File: src/rtl/seq_pkg.sv
// Shared types and defaults for the serial stimulus path that feeds the
// sequence-detector FSM.
package seq_pkg;

    typedef enum logic {
        S_IDLE  = 1'b0,
        S_SHIFT = 1'b1
    } state_t;

    localparam int SEQ_W = 16;

endpackage : seq_pkg

File: src/rtl/seq_serializer.sv
// Parallel-to-serial stage: accepts a word over a load handshake and presents
// it one bit per accepted cycle over a valid/ready bit handshake.
module seq_serializer
    import seq_pkg::*;
#(
    parameter int WIDTH     = SEQ_W,
    parameter bit LSB_FIRST = 1'b1,
    parameter int CNT_W     = $clog2(WIDTH)
) (
    input  logic             clk,
    input  logic             rst,
    input  logic             load_valid,
    input  logic [WIDTH-1:0] load_data,
    output logic             load_ready,
    output logic             bit_out,
    output logic             bit_valid,
    input  logic             bit_ready,
    output logic             last,
    output logic             done,
    output logic [CNT_W-1:0] bit_idx
);

    localparam logic [CNT_W-1:0] LAST_IDX = CNT_W'(WIDTH - 1);

    state_t           state, state_nxt;
    logic [WIDTH-1:0] shift_reg;
    logic             load_fire;
    logic             bit_fire;

    // Presentation outputs come only from registers, so bit_ready never
    // reaches bit_out combinationally.
    assign bit_valid = (state == S_SHIFT);
    assign bit_out   = LSB_FIRST ? shift_reg[0] : shift_reg[WIDTH-1];
    assign last      = bit_valid && (bit_idx == LAST_IDX);

    assign bit_fire   = bit_valid && bit_ready;
    assign load_ready = (state == S_IDLE) || (bit_fire && last);
    assign load_fire  = load_valid && load_ready;

    always_ff @(posedge clk or negedge rst) begin
        if (!rst) begin
            state <= S_IDLE;
        end else begin
            // NOTE: sequential state uses non-blocking assignments so every
            // register samples pre-edge values regardless of block ordering.
            state <= state_nxt;
        end
    end

    always_comb begin
        // NOTE: default first, so every path assigns state_nxt and no latch
        // is inferred.
        state_nxt = state;
        unique case (state)
            S_IDLE:  if (load_valid) state_nxt = S_SHIFT;
            S_SHIFT: if (bit_fire && last) state_nxt = load_valid ? S_SHIFT : S_IDLE;
            default: state_nxt = S_IDLE;
        endcase
    end

    always_ff @(posedge clk or negedge rst) begin
        if (!rst) begin
            shift_reg <= '0;
            bit_idx   <= '0;
            done      <= 1'b0;
        end else begin
            done <= bit_fire && last;
            // A reload on the final accepted bit takes priority over shifting,
            // which gives back-to-back words with no bubble.
            if (load_fire) begin
                shift_reg <= load_data;
                bit_idx   <= '0;
            end else if (bit_fire && !last) begin
                shift_reg <= LSB_FIRST ? (shift_reg >> 1) : (shift_reg << 1);
                bit_idx   <= bit_idx + CNT_W'(1);
            end
        end
    end

endmodule : seq_serializer

File: config.mk
export PLATFORM = sky130hd
export DESIGN_NAME = seq_serializer
export DESIGN_NICKNAME = d
export VERILOG_FILES = /design/src/rtl/seq_pkg.sv /design/src/rtl/seq_serializer.sv
export SDC_FILE = /design/constraint.sdc
export NUM_CORES = 1
export LEC_CHECK = 0
export CAP_MARGIN = 15
export CORE_MARGIN = 2
export CORE_UTILIZATION = 50
export DETAILED_ROUTE_END_ITERATION = 7
export GPL_ROUTABILITY_DRIVEN = 0
export HOLD_SLACK_MARGIN = 0.02
export PLACE_DENSITY = 0.94
export SLEW_MARGIN = 20
export SYNTH_ARGS = -nofsm -noshare
export SYNTH_HDL_FRONTEND = slang
export SYNTH_SLANG_ARGS = --single-unit
File: constraint.sdc
create_clock -name clk -period 4.4 [get_ports clk]
set_input_delay 1.32 -clock clk [delete_from_list [all_inputs] [get_ports clk]]
set_output_delay 1.32 -clock clk [all_outputs]
set_load 0.01 [all_outputs]
==> After elaboration in Yosys (flattened, before gate mapping) <==
Cells that the tools add are included.
{ "word_totals": {"register_bits": 22, "latchBits": 0, "mem_bits_rw": 0, "rom_bits": 0, "output_inout_bits": 9, "wordCells": 22, "n_memories": 0} }
{ "classes": {"addsub": 1, "mul": 0, "div_mod_pow": 0, "order_cmp": 0, "n_eq_ne": 1, "shift": 0, "mux": 7, "n_bitwise": 1, "reduce_logical": 8} }
{ "ops": {"columns": ["cell", "count"], "rows": [
  ["2-to-1 mux 16 bit", 2],
  ["2-to-1 mux 4 bit", 2],
  ["logical AND 1 bit", 5],
  ["adder 4 x 1 -> 4 bit (second input constant)", 1],
  ["equality test 4 bit (second input constant)", 1],
  ["2-to-1 mux 1 bit", 2],
  ["case mux 1 bit (2 select lines)", 1],
  ["nonzero test 2 bit", 1],
  ["zero test 1 bit", 1],
  ["logical OR 1 bit", 1],
  ["inverter 1 bit", 1]
]} }

==> Logic depth before layout (Yosys ltp) <==
{ "logic_depth": {"depth_word": 6, "mapped_depth": 5} }

==> Worst setup path before layout <==
OpenSTA, ideal clock, no wires.
{ "synth_timing": {"path_kind": "input -> output", "start": "in bit_ready", "end": "out load_ready", "t_arrival_ns": 1.717, "t_required_ns": 3.080, "path_slack_ns": 1.363, "path_stages": 2, "n_path_buf": 0, "cell_sequence": "and4_1 > nand2b_1"} }
{ "synth_via": {"elab_chain_cells": 3} }
{ "synth_rtl": {"columns": ["element", "line_no", "text"], "rows": [
  ["start: declaration", "seq_serializer.sv:17", "input logic bit_ready,"],
  ["logical AND 1 bit", "seq_serializer.sv:36", "assign bit_fire = bit_valid && bit_ready;"],
  ["logical AND 1 bit", "seq_serializer.sv:37", "assign load_ready = (state == S_IDLE) || (bit_fire && last);"],
  ["logical OR 1 bit", "seq_serializer.sv:37", null],
  ["end: declaration", "seq_serializer.sv:14", "output logic load_ready,"]
]} }
No other way between the ends.

==> Final worst setup path <==
Same ends and word-level chain as after synthesis.

==> qor.tcl <==
set qor(outcome) {completed}
set qor(clock_sink_count) 22
set qor(total_drc_errors_in_the_routed_layout) 0
set qor(largest_register_ffs) 16
set qor(num-nets-final) 138
set qor(worst_hold_path_endpoint) {shift_reg[15]}
set qor(setup-violations-final) 0
set qor(final_core_util) 0.6856
set qor(cts_resized) 0
set qor(first_pass_iters) 4
set qor(ctsHoldBuffers) 0
set qor(r2r_end) {shift_reg[9]}
set qor(num_vias) 866
set qor(power-per-cell-area_nw_per_um2) 514.7
set qor(drt_iter0_drc) 23
set qor(postSynthRegisterBits) 22
set qor(grt_antenna_before_repair) 0
set qor(holdCritPathClass) {reg -> reg}
set qor(synth_top_cell_area_share) 0.5134
set qor(path_common_cell) {clkdlybuf4s50_1}
set qor(netlist-cell-type-count) 27
set qor(totalNegativeSetupSlack_ns) 0
set qor(critPathArrivalTime_ns) 2.83
set qor(cts_root_buffer) {clkbuf_4}
set qor(critPathBufInv) 2
set qor(wirelength_um) 2307
set qor(p_leak_nw) 0.5314
set qor(core_area_sq_um) 2002
set qor(layout_min_cycle_time_ns) 4.152
set qor(post_synth_main_area_contributors) {dfrtp_1, o221a_1, or3_1}
set qor(commonest_cells_after_routing_fill_and_taps_aside) {clkdlybuf4s50_1, dfrtp_1, or3_1}
set qor(via_count_of_the_first_global_routing_pass) 846
set qor(clock_path_buffers) 2
set qor(hp-start) {shift_reg[15]}
set qor(peak_ir_drop_on_the_vdd_network_mv) 0.2760
set qor(critical_path_required_ns) 3.08
set qor(area_taken_by_flip_flops_and_latches_sq_um) 550.5
set qor(wl_per_cell_um) 16.13
set qor(holdPathStages) 2
set qor(synth_enable_flop_cells) 0
set qor(synth_ff_type) {dfrtp_1}
set qor(post-cts-setup-buffers) 0
set qor(dieArea_sq_um) 2531
set qor(final.period_utilization) 0.9435
set qor(floorplan.rows) 16
set qor(reg2reg_depth) 4
set qor(cts_buffers) 3
set qor(place.port_buffers) 28
set qor(max_stage_delay_ns) 0.55
set qor(r2r_start) {bit_idx[0]}
set qor(detailedPlacementHpwl_um) 1591
set qor(cts.reportedPaths.clkPinSlew_ns) 0.13
set qor(fillerInstances) 138
set qor(track_usage) 0.2047
set qor(grt_start_max_net_pins) 23
set qor(synth.net_count) 111
set qor(initial_utilization) 0.5356
set qor(h-tree-depth) 1
set qor(multi_input_gate_area_in_the_final_layout_sq_um) 460.4
set qor(drv_cap) 0
set qor(die_width_um) 50.31
set qor(drive_gt1_frac) 0.1034
set qor(reg2reg_slack_ns) 2.53
set qor(slew_viol_final) 0
set qor(global_route.overflow_total) 0
set qor(startpoint_type) {input pin}
set qor(post-synth-top-area-cell) {dfrtp_1}
set qor(critPathSlowestCell) {clkdlybuf4s50_1}
set qor(grt_first_pass_wirelength_um) 3815
set qor(worstSetupPathType) {in -> out}
set qor(pin_count) 29
set qor(most_common_cell_after_layout_fill_and_taps_aside) {clkdlybuf4s50_1}
set qor(cell_area_after_synthesis_sq_um) 1072
set qor(critical_path.endpoint_type) {output port}
set qor(average_cell_area_after_synthesis_sq_um) 11.91
set qor(route.antenna.remaining_nets) 0
set qor(rsz0062_at_grt) {no}
set qor(ys.warnings.count) 0
set qor(area_growth_syn_to_fin_pct) 28.01
set qor(crit_path_cell_trace) {clkdlybuf4s50_1 > and4_1 > nand2b_1 > clkdlybuf4s50_1}
set qor(chipHeight_um) 50.31
set qor(async_flop_share) 1.000
set qor(via_per_inst) 6.056
set qor(maxSlewHeadroom) 0.3707
set qor(post_synth_inst_count) 90
set qor(cp_max_fo) 5
set qor(cts_tree) {built}
set qor(cpLargestDelayFamily) {buffers and inverters}
set qor(timing.clock.skew_ns) 0.003581
set qor(finalHoldViolCount) 0
set qor(clock_insertion_delay_worst_skew_ns) 0.31
set qor(num_antenna_cells) 0
set qor(cp_num_cells) 4
set qor(max_freq_ghz) 0.2409
set qor(max_slew.worst_pin.slew_ns) 0.9410
set qor(sequential_fraction_of_the_synthesis_area) 0.5134
cell type report:
type                    count  share of cell area
multi-input cells          59              0.3355
repair buffers             28              0.2042
flip-flops and latches     22              0.4011
inverters                   3            0.008204
clock buffers               4             0.02644
well taps                  27             0.02461
through the flow:
| step | std cells | total power, mW | instance area, sq um | setup slack (ns) | hold slack, ns |
|---|---|---|---|---|---|
| 5_1_grt | 143 | 0.7516 | 1373 | 0.2105 | 0.5988 |
| 3_3_place_gp | 139 | 0.5816 | 1336 | 0.3148 | 0.5276 |
| 3_5_place_dp | 139 | 0.5953 | 1336 | 0.2517 | 0.5411 |
| 4_1_cts | 143 | 0.7079 | 1373 | 0.2522 | 0.5676 |
| 6_report | 143 | 0.7064 | 1373 | 0.2485 | 0.5608 |
| 2_1_floorplan | 90 | 0.4915 | 1072 | 1.363 | 0.5138 |
kinds of logic (layout without fill, tap and decap cells):
kind of cell | Yosys count | in the layout | synth area share
compound gates | 27 | 27 | 0.2345
xor+xnor | 1 | 1 | 0.008170
fa+ha+maj | 1 | 1 | 0.01167
buf+inv | 9 | 35 | 0.05717
flops | 22 | 22 | 0.5134
mux | 2 | 2 | 0.01867
simple gates | 28 | 28 | 0.1564
worst min-delay path, stage by stage (launching register included):
cell	delay, ns
dfrtp_1	0.39
o21ai_0	0.07
mux2i_1	0.07
report_power, final:
group          total, mW  switching [mW]  internal, mW
Sequential         0.334          0.0566         0.277
Clock              0.113          0.0625        0.0505
Combinational      0.260           0.105         0.155
Total              0.706           0.224         0.482
cells in the mapped netlist (2+ instances only):
cell type / count
dfrtp_1: 22
or3_1: 17
o221a_1: 10
o221a_2: 5
a21oi_1: 3
buf_6: 3
inv_1: 3
nand2_1: 3
mux2i_1: 2
nand3_1: 2
nor2_1: 2
o21ai_0: 2
o21ai_1: 2
worst max path at each step:
stage / slack (ns) / from / to
4_1_cts: 0.25 / bit_ready / load_ready
3_5_place_dp: 0.25 / bit_ready / load_ready
6_report: 0.25 / bit_ready / load_ready
5_1_grt: 0.21 / bit_ready / load_ready
3_3_place_gp: 0.31 / bit_ready / load_ready
2_1_floorplan: 1.36 / bit_ready / load_ready
metal layers:
layer / wire length (um) / vias up / share of wire / track usage
met2: 1120 / 42 / 0.49 / 0.3268
met1: 988 / 414 / 0.43 / 0.2617
li1: - / 402 / - / -
met5: 0 / - / 0 / 0
met3: 129 / 8 / 0.056 / 0.02976
met4: 68 / 0 / 0.029 / 0.1261
Note: power is estimated with default switching activity, not from simulation.
